===== config.mk =====
export PLATFORM = sky130hd
export DESIGN_NAME = mips_decode_fetch
export DESIGN_NICKNAME = d
export VERILOG_FILES = /design/src/rtl/mips_pkg.sv /design/src/rtl/mips_imm_ext.sv /design/src/rtl/mips_decode_fetch.sv
export SDC_FILE = /design/constraint.sdc
export NUM_CORES = 1
export LEC_CHECK = 0
export CAP_MARGIN = 30
export CORE_MARGIN = 2
export CORE_UTILIZATION = 50
export CTS_BUF_LIST = sky130_fd_sc_hd__clkbuf_2 sky130_fd_sc_hd__clkbuf_4 sky130_fd_sc_hd__clkbuf_8
export DETAILED_ROUTE_END_ITERATION = 8
export PLACE_DENSITY = 0.85
export SLEW_MARGIN = 20
export SYNTH_ARGS = -nofsm -noshare
export SYNTH_HDL_FRONTEND = slang
export SYNTH_SLANG_ARGS = --single-unit

===== constraint.sdc =====
create_clock -name clk -period 3.91 [get_ports clk]
set_clock_uncertainty 0.05 [all_clocks]
set_input_delay 0.782 -clock clk [delete_from_list [all_inputs] [get_ports clk]]
set_output_delay 0.782 -clock clk [all_outputs]
set_load 0.02 [all_outputs]

===== src/rtl/mips_pkg.sv =====
// -----------------------------------------------------------------------------
// mips_pkg
// Shared definitions for the MIPS decode / operand-fetch slice:
//   - opcode constants for the supported instruction subset
//   - FSM state encoding for mips_decode_fetch
//   - instruction field bit positions
//   - immediate-extension kind and the per-opcode decode helper
// No ports (package).
// -----------------------------------------------------------------------------
package mips_pkg;

    // Supported opcodes (instr[31:26])
    localparam logic [5:0] OP_RTYPE = 6'h00;
    localparam logic [5:0] OP_J     = 6'h02;
    localparam logic [5:0] OP_JAL   = 6'h03;
    localparam logic [5:0] OP_BEQ   = 6'h04;
    localparam logic [5:0] OP_BNE   = 6'h05;
    localparam logic [5:0] OP_ADDI  = 6'h08;
    localparam logic [5:0] OP_ADDIU = 6'h09;
    localparam logic [5:0] OP_SLTI  = 6'h0A;
    localparam logic [5:0] OP_SLTIU = 6'h0B;
    localparam logic [5:0] OP_ANDI  = 6'h0C;
    localparam logic [5:0] OP_ORI   = 6'h0D;
    localparam logic [5:0] OP_XORI  = 6'h0E;
    localparam logic [5:0] OP_LUI   = 6'h0F;
    localparam logic [5:0] OP_LW    = 6'h23;
    localparam logic [5:0] OP_SW    = 6'h2B;

    // Instruction field bit positions
    localparam int OPC_HI = 31;
    localparam int OPC_LO = 26;
    localparam int RS_HI  = 25;
    localparam int RS_LO  = 21;
    localparam int RT_HI  = 20;
    localparam int RT_LO  = 16;
    localparam int RD_HI  = 15;
    localparam int RD_LO  = 11;
    localparam int SH_HI  = 10;
    localparam int SH_LO  = 6;
    localparam int FN_HI  = 5;
    localparam int FN_LO  = 0;
    localparam int IMM_HI = 15;
    localparam int IMM_LO = 0;
    localparam int JT_HI  = 25;
    localparam int JT_LO  = 0;

    // Link register written by jal
    localparam logic [4:0] REG_RA = 5'd31;

    typedef enum logic [1:0] {
        ST_IDLE   = 2'd0,
        ST_DECODE = 2'd1,
        ST_RF_REQ = 2'd2,
        ST_DONE   = 2'd3
    } state_t;

    typedef enum logic [1:0] {
        IMM_SIGN = 2'd0,
        IMM_ZERO = 2'd1,
        IMM_LUI  = 2'd2
    } imm_kind_t;

    // Per-instruction control derived from the opcode alone
    typedef struct packed {
        logic [4:0] dest;
        logic       reg_write;
        logic       use_imm;   // op_b takes imm_ext instead of the rt value
        logic       skip_rf;   // no register read needed (jumps, illegal)
        logic       illegal;
    } dec_t;

    function automatic imm_kind_t imm_kind(input logic [5:0] op);
        imm_kind_t k;
        case (op)
            OP_ANDI, OP_ORI, OP_XORI: k = IMM_ZERO;
            OP_LUI:                   k = IMM_LUI;
            default:                  k = IMM_SIGN;
        endcase
        return k;
    endfunction

    function automatic dec_t decode_op(input logic [5:0] op,
                                       input logic [4:0] rt,
                                       input logic [4:0] rd);
        dec_t d;
        d = '0;
        case (op)
            OP_RTYPE: begin
                d.dest      = rd;
                d.reg_write = 1'b1;
            end
            OP_ADDI, OP_ADDIU, OP_SLTI, OP_SLTIU,
            OP_ANDI, OP_ORI, OP_XORI, OP_LUI, OP_LW: begin
                d.dest      = rt;
                d.reg_write = 1'b1;
                d.use_imm   = 1'b1;
            end
            OP_SW: begin
                d.use_imm   = 1'b1;
            end
            OP_BEQ, OP_BNE: begin
                d.use_imm   = 1'b0;
            end
            OP_J: begin
                d.skip_rf   = 1'b1;
            end
            OP_JAL: begin
                d.dest      = REG_RA;
                d.reg_write = 1'b1;
                d.skip_rf   = 1'b1;
            end
            default: begin
                d.illegal   = 1'b1;
                d.skip_rf   = 1'b1;
            end
        endcase
        // $0 is hardwired to zero, so a write to it is never a write
        if (d.dest == 5'd0) begin
            d.reg_write = 1'b0;
        end
        return d;
    endfunction

endpackage


===== src/rtl/mips_imm_ext.sv =====
// -----------------------------------------------------------------------------
// mips_imm_ext
// Combinational immediate extender. Maps the 16-bit immediate to 32 bits
// according to the opcode: sign extension (default), zero extension for the
// logical immediates, or a 16-bit left shift for lui.
// Ports:
//   opcode   in  6   instruction opcode
//   imm      in  16  instruction immediate field
//   imm_ext  out 32  extended immediate
// -----------------------------------------------------------------------------
module mips_imm_ext
    import mips_pkg::*;
(
    input  logic [5:0]  opcode,
    input  logic [15:0] imm,
    output logic [31:0] imm_ext
);

    logic signed [15:0] imm_s;
    logic signed [31:0] imm_sx;

    assign imm_s  = imm;
    assign imm_sx = imm_s;

    always_comb begin
        imm_ext = imm_sx;
        case (imm_kind(opcode))
            IMM_ZERO: imm_ext = {16'h0000, imm};
            IMM_LUI:  imm_ext = {imm, 16'h0000};
            default:  imm_ext = imm_sx;
        endcase
    end

endmodule


===== src/rtl/mips_decode_fetch.sv =====
// -----------------------------------------------------------------------------
// mips_decode_fetch
// Multicycle decode and operand-fetch stage in front of the rf_32 register
// file. One instruction is accepted per start, decoded, its source registers
// are read from rf_32, and the decoded control plus operands are presented
// with a one-cycle finish pulse.
// Ports:
//   clk, rst                 clock, synchronous active-high reset
//   start, instr             request and instruction word (taken in IDLE only)
//   rf_finish, rf_outA/B     rf_32 response and read data
//   rf_start                 rf_32 request
//   rf_read_addr_s/t         rs / rt addresses to rf_32
//   busy                     high outside IDLE
//   finish                   one-cycle pulse, outputs below valid
//   opcode, funct, shamt     raw instruction fields
//   dest_addr, reg_write     writeback register and write enable
//   op_a, op_b               rs value, second operand after the imm mux
//   imm_ext, jtarget         extended immediate, jump target field
//   illegal, rf_err          unsupported opcode, rf_32 timeout
// -----------------------------------------------------------------------------
module mips_decode_fetch
    import mips_pkg::*;
#(
    parameter int RF_TIMEOUT = 15,
    parameter int DATA_W     = 32
) (
    input  logic              clk,
    input  logic              rst,
    input  logic              start,
    input  logic [31:0]       instr,
    input  logic              rf_finish,
    input  logic [DATA_W-1:0] rf_outA,
    input  logic [DATA_W-1:0] rf_outB,
    output logic              rf_start,
    output logic [4:0]        rf_read_addr_s,
    output logic [4:0]        rf_read_addr_t,
    output logic              busy,
    output logic              finish,
    output logic [5:0]        opcode,
    output logic [5:0]        funct,
    output logic [4:0]        shamt,
    output logic [4:0]        dest_addr,
    output logic              reg_write,
    output logic [DATA_W-1:0] op_a,
    output logic [DATA_W-1:0] op_b,
    output logic [31:0]       imm_ext,
    output logic [25:0]       jtarget,
    output logic              illegal,
    output logic              rf_err
);

    localparam int             CNT_W    = $clog2(RF_TIMEOUT + 1);
    localparam logic [CNT_W-1:0] CNT_LAST = CNT_W'(RF_TIMEOUT - 1);

    state_t             state;
    logic [31:0]        instr_q;
    logic [CNT_W-1:0]   cnt;
    logic               use_imm_q;

    logic [31:0]        imm_ext_d;
    dec_t               dec_d;

    assign dec_d = decode_op(instr_q[OPC_HI:OPC_LO],
                             instr_q[RT_HI:RT_LO],
                             instr_q[RD_HI:RD_LO]);

    mips_imm_ext u_imm_ext (
        .opcode  (instr_q[OPC_HI:OPC_LO]),
        .imm     (instr_q[IMM_HI:IMM_LO]),
        .imm_ext (imm_ext_d)
    );

    always_ff @(posedge clk) begin
        if (rst) begin
            state          <= ST_IDLE;
            instr_q        <= '0;
            cnt            <= '0;
            use_imm_q      <= 1'b0;
            rf_start       <= 1'b0;
            rf_read_addr_s <= '0;
            rf_read_addr_t <= '0;
            busy           <= 1'b0;
            finish         <= 1'b0;
            opcode         <= '0;
            funct          <= '0;
            shamt          <= '0;
            dest_addr      <= '0;
            reg_write      <= 1'b0;
            op_a           <= '0;
            op_b           <= '0;
            imm_ext        <= '0;
            jtarget        <= '0;
            illegal        <= 1'b0;
            rf_err         <= 1'b0;
        end else begin
            // finish is only raised on the transition into DONE
            finish <= 1'b0;
            case (state)
                // ---- IDLE: accept a new instruction ----
                ST_IDLE: begin
                    if (start) begin
                        instr_q <= instr;
                        rf_err  <= 1'b0;
                        busy    <= 1'b1;
                        state   <= ST_DECODE;
                    end
                end

                // ---- DECODE: register fields and control ----
                ST_DECODE: begin
                    opcode         <= instr_q[OPC_HI:OPC_LO];
                    funct          <= instr_q[FN_HI:FN_LO];
                    shamt          <= instr_q[SH_HI:SH_LO];
                    jtarget        <= instr_q[JT_HI:JT_LO];
                    rf_read_addr_s <= instr_q[RS_HI:RS_LO];
                    rf_read_addr_t <= instr_q[RT_HI:RT_LO];
                    dest_addr      <= dec_d.dest;
                    reg_write      <= dec_d.reg_write;
                    illegal        <= dec_d.illegal;
                    imm_ext        <= dec_d.illegal ? 32'h0 : imm_ext_d;
                    use_imm_q      <= dec_d.use_imm;
                    op_a           <= '0;
                    op_b           <= '0;
                    cnt            <= '0;
                    if (dec_d.skip_rf) begin
                        finish <= 1'b1;
                        state  <= ST_DONE;
                    end else begin
                        rf_start <= 1'b1;
                        state    <= ST_RF_REQ;
                    end
                end

                // ---- RF_REQ: wait for rf_32, bounded by RF_TIMEOUT ----
                ST_RF_REQ: begin
                    if (rf_finish) begin
                        op_a     <= rf_outA;
                        op_b     <= use_imm_q ? imm_ext : rf_outB;
                        rf_start <= 1'b0;
                        finish   <= 1'b1;
                        state    <= ST_DONE;
                    end else if (cnt == CNT_LAST) begin
                        rf_err   <= 1'b1;
                        op_a     <= '0;
                        op_b     <= '0;
                        rf_start <= 1'b0;
                        finish   <= 1'b1;
                        state    <= ST_DONE;
                    end else begin
                        cnt <= cnt + 1'b1;
                    end
                end

                // ---- DONE: finish is high this cycle, return to IDLE ----
                ST_DONE: begin
                    busy  <= 1'b0;
                    state <= ST_IDLE;
                end

                default: begin
                    state <= ST_IDLE;
                end
            endcase
        end
    end

endmodule


[Word-level counts from Yosys, hierarchy flattened]
Index checks and enable logic that the tools add are counted.
Word-level totals
  register bits: 199
  bits in latches: 0
  RAM bits: 0
  bits in read-only memories: 0
  input bits: 100
  output and inout port bits: 160
  word-level logic and storage cells: 100
  memories kept: 0
Cells by class
  add/subtract/negate cells: 1
  $mul: 0
  divide/modulo/power cells: 0
  order comparisons: 0
  equality and inequality tests: 26
  shift operators: 0
  mux-type cells: 35
  bitwise operators: 0
  reduce and logical (&&, ||, !) cells: 18
Operator list (number)
  one-hot mux 32 bit (2 select lines): 3
  two-way mux 32 bit: 5
  equality test 6 x 4 -> 1 bit, second input constant: 8
  one-hot mux 6 bit (3 select lines): 1
  OR reduction 15 bit: 1
  two-way mux 1 bit: 14
  OR reduction 13 bit: 1
  equality test 6 x 2 -> 1 bit, second input constant: 2
  equality test 6 x 3 -> 1 bit, second input constant: 2
  equality test 6 bit, second input constant: 2
  != test 2 bit, second input constant: 5
  OR reduction 10 bit: 1
  OR reduction 9 bit: 1
  two-way mux 4 bit: 2
  one-hot mux 1 bit (2 select lines): 4
  one-hot mux 2 bit (4 select lines): 1
  one-hot mux 4 bit (2 select lines): 1
  AND reduction 2 bit: 4
  equality test 2 bit, second input constant: 3
  zero test 6 bit: 1
  two-way mux 2 bit: 3
  AND reduction 3 bit: 2
  nonzero test 2 bit: 3
  zero test 5 bit: 1
  other kinds (8): 9

[Logic depth before layout (Yosys ltp)]
  depth in word-level cells: 6
  mapped depth: 11
  gate-level depth less buffers: 8

[Cells and area by module]
Synthesis repeated with hierarchy kept, for this count alone.
Second synthesis, totals
  cell total of the unflattened synthesis: 894
  area, all modules: 7936.4 um^2
Modules (own cells, without submodules)
  mips_decode_fetch: times used 1, cells each 846, area an instance 7577.3 um^2, seq. area each 3563.4 um^2
  mips_imm_ext: times used 1, cells each 48, area an instance 359.1 um^2, seq. area each 0.0 um^2

[Least setup slack after synthesis]
Ideal clock, no wire load.
  kind: flip-flop to flip-flop
  start point: register instr_q[26]
  end point: register imm_ext[10]
  library setup time: 0.065 ns
  arrival time: 2.018 ns
  data required time: 3.795 ns
  path slack: 1.777 ns
  stages on the path, launching flop included: 11
  path buffers: 3
  period minus slack after synthesis: 2.133 ns
  cell sequence: dfxtp_1 -> buf_4 -> and2_4 -> nand4_1 -> ha_1 -> buf_6 -> nor2_1 -> a2111oi_4 -> buf_2 -> a22oi_1 -> nor2_1
On the way
  longest elaborated chain between the ends: 6
  elaborated cells on any way between the ends: 22
  classes of those cells: 16 x eq/ne; 3 x mux; 3 x reduce/logical
RTL lines
  from (decl): line mips_decode_fetch.sv:56  | logic [31:0] instr_q;
  from (signal assigned): line mips_decode_fetch.sv:102  | instr_q <= instr;
  equality test 6 x 4 -> 1 bit: line mips_pkg.sv:74, mips_pkg.sv:87
  OR reduction 3 bit: line mips_pkg.sv:74  | case (op)
  one-hot mux 2 bit (2 select lines): line mips_pkg.sv:74
  equality test 2 bit / equality test 2 x 1 -> 1 bit (equally long branches): line mips_imm_ext.sv:27  | case (imm_kind(opcode))
  one-hot mux 32 bit (2 select lines): line mips_imm_ext.sv:27
  two-way mux 32 bit *: line mips_decode_fetch.sv:120  | imm_ext <= dec_d.illegal ? 32'h0 : imm_ext_d;
  to (signal assigned): line mips_decode_fetch.sv:120
  to (decl): line mips_decode_fetch.sv:46  | output logic [31:0] imm_ext,
Mark *: on every way between the ends. The rest lies on a longest branch, timed or not.
A chain may end at the register's enable or synchronous reset.

[Worst setup path in the final report]
  start point: register instr_q[26]
  end point: register imm_ext[5]
Same word-level chain as after synthesis.

==> qor.txt <==
Hold Crit Class: reg2reg
Register-to-Register Setup Slack: 1.17 ns
vias per std cell: 5.48
DR WL/cell: 17.2 µm
area grow syn2layout: 38.3%
TNS Setup: 0 ns
DRC viols: 0
DIE HEIGHT: 126 µm
most frequent cells in the layout: clkdlybuf4s50_1 (258), dfxtp_1 (178), nand2_1 (152)
clk_lat worst skew: 0.46 ns
synthesized netlist cell count: 870
# clock sinks: 178
DRT iter0 DRCs: 627
Reg2Reg Capture Point: imm_ext[5]$_SDFFE_PP0P_
area of the multi-input gates: 0.00333 mm²
WHS Endpoint: op_b[25]$_SDFFE_PP0P_
vias post-DR: 6923
Layout Nets: 1174
CP Launch Point: instr_q[26]$_SDFFE_PP0P_
Netlist cell types: 52
Syn. warnings: 0
number of synthesized flops with an enable pin: 0
final period utilization: 70.2%
Post-Syn Area: 0.00745 mm²
cts repair resizes: 0
Area after DPL: 0.00987 mm²
hold path cells: 2
number of port buffers: 259
ANT cells: 0
Final Max Slew Viols: 0
Placeable Area: 0.0145 mm²
Max VDD drop: 0.000541 V
Bufs on Longest Clock Path: 2
Setup CP Type: reg2reg
Worst EP required: 4.26 ns
max_slew headroom: 51.7%
Crit Path Max Fanout: 18
hold path startpoint: op_b[25]$_SDFFE_PP0P_
status: complete, no violations
clock root cell: clkbuf_8
GRT overflow: 0
Reg area: 0.00356 mm²
RR Startpoint: instr_q[26]$_SDFFE_PP0P_
row cnt: 44
fraction of layout cells with a size suffix above 1: 8.25%
commonest non-fill, non-tap cell in the layout: clkdlybuf4s50_1
syn avg cell area: 8.57 µm²
drt total wl: 21700 µm
Post-synth ARST share: 0%
crit path launch type: register
final instance area: 0.0103 mm²
TritonCTS Buffers: 17
die span in x: 126 µm
clock transition at the registers of the reported paths: 0.09 ns
Boundary Pins: 260
final hold violation count: 0
placed insts: 1231
Crit path arrival time: 3.10 ns
Total GRT Usage: 26.8%
post-synthesis sequential area ratio: 47.8%
H-tree levels: 4
hold buffers post-CTS: 0
Fmax: 0.364 GHz
Routed Antenna Nets: 0
CTS tree: yes
crit end category: register
worst slew pin tran: 0.725 ns
Initial Util: 51.3%
Design Power: 5.82 mW
post-synthesis net count: 978
Lkg Pwr: 3.56 nW
Die ar.: 0.0159 mm²
ys flop type: dfxtp_1
hpwl dp: 14600 µm
FF-to-FF path depth: 8
initial antenna violation count: 0
# Post-CTS Setup Buffers: 0
# setup viols final: 0
vias in the first global route: 6355
GPL Wtd Cong: 0.812
largest net degree at the start of global routing: 108
FF+latch count, synth: 178
max_cap viols: 0
global-route wire length before repair: 34100 µm
Min Clock Period, post-route: 2.74 ns
setup repair after global routing missed its margin: no
DRT Pass-1 Iters: 5
final std cells w/o fill: 1263
power per cell area: 565 mW/mm²
# fillers: 1144
[worst max path at each step]
| stage | slack (ns) | to | cells past startpoint |
|---|---|---|---|
| finish | 1.17 | imm_ext[5]$_SDFFE_PP0P_ | 8 |
| global route | 0.92 | imm_ext[11]$_SDFFE_PP0P_ | 8 |
| CTS | 1.16 | imm_ext[5]$_SDFFE_PP0P_ | 8 |
| detailed placement | 0.99 | op_a[31]$_SDFFE_PP0P_ | 7 |
| global placement | 1.14 | op_b[8]$_SDFFE_PP0P_ | 7 |
| floorplan | 1.78 | imm_ext[10]$_SDFFE_PP0P_ | 10 |
[worst max-delay path, stage by stage, from the launching register on]
cell,delay (ns)
dfxtp_1,0.55
and2_4,0.25
nand4_1,0.13
ha_1,0.71
nor2_1,0.14
a2111oi_4,0.33
buf_4,0.29
a22oi_1,0.12
nor2_1,0.11
[layout make-up]
class | count | area share [%]
flip-flops and latches | 178 | 34.6
clock inverters | 13 | 1.77
inverters | 11 | 0.401
clock buffers | 19 | 2.48
repair buffers | 270 | 26.2
well taps | 184 | 2.23
multi-input cells | 588 | 32.3
[power breakdown]
group | switching, mW | internal [mW]
Combinational | 1.41 | 0.821
Clock | 0.663 | 0.720
Sequential | 0.199 | 2.01
[per-layer routing]
layer / GRT usage (%) / vias to the layer above / share of wire [%]
met5: 0 / - / 0
met4: 11.5 / 0 / 3.1
met3: 5.35 / 43 / 6.8
met2: 45.5 / 278 / 50
met1: 33.1 / 3260 / 41
li1: - / 3342 / -
[Yosys cell counts (all sizes together) (2+ instances only)]
master / instances / area, µm²
a211oi: 4 / 30.0
nor2b: 2 / 12.5
mux2: 32 / 360
a21oi: 136 / 681
dlygate4sd1: 3 / 26.3
inv: 10 / 37.5
dfxtp: 178 / 3560
and2b: 2 / 16.3
o21bai: 3 / 45.1
nor2: 70 / 263
nand2b: 2 / 12.5
nand2: 153 / 574
nor3: 6 / 41.3
ha: 8 / 100
mux2i: 32 / 320
o21ai: 7 / 35.0
or3: 17 / 106
xnor2: 2 / 17.5
clkbuf: 39 / 156
nand3: 67 / 335
a22oi: 16 / 120
a221oi: 5 / 43.8
buf: 51 / 338
nand4: 2 / 12.5
and2: 4 / 27.5
[stage by stage]
stage / setup WS (ns) / utilization [%] / hold slack, ns
floorplan: 1.78 / - / 0.386
global placement: 1.14 / 67.9 / 0.387
detailed placement: 0.995 / 67.9 / 0.393
CTS: 1.16 / 70.9 / 0.405
global route: 0.924 / 70.9 / 0.413
finish: 1.17 / 70.9 / 0.403
[flip-flops by register name (all words and copies together), names as in the netlist]
signal and flops:
imm_ext 32, instr_q 32, op_a 32, op_b 32, jtarget 9, opcode 6, dest_addr 5, funct 5
cnt 4, rf_read_addr_s 4, rf_read_addr_t 4, shamt 4, state 2, busy 1, finish 1, illegal 1
reg_write 1, rf_err 1, rf_start 1, use_imm_q 1
[cell families (layout without fill, tap and decap cells)]
family,Yosys count,count (layout),share of synthesized area [%]
AO/OA/AOI/OAI,183,183,14.4
XOR/XNOR,2,2,0.235
adder cells (fa/ha/maj),8,8,1.34
buffers and inverters,104,313,7.54
flip-flops,178,178,47.8
multiplexers,64,64,9.13
AND/OR/NAND/NOR,331,331,19.5
Note: power is estimated with default switching activity, not from simulation.
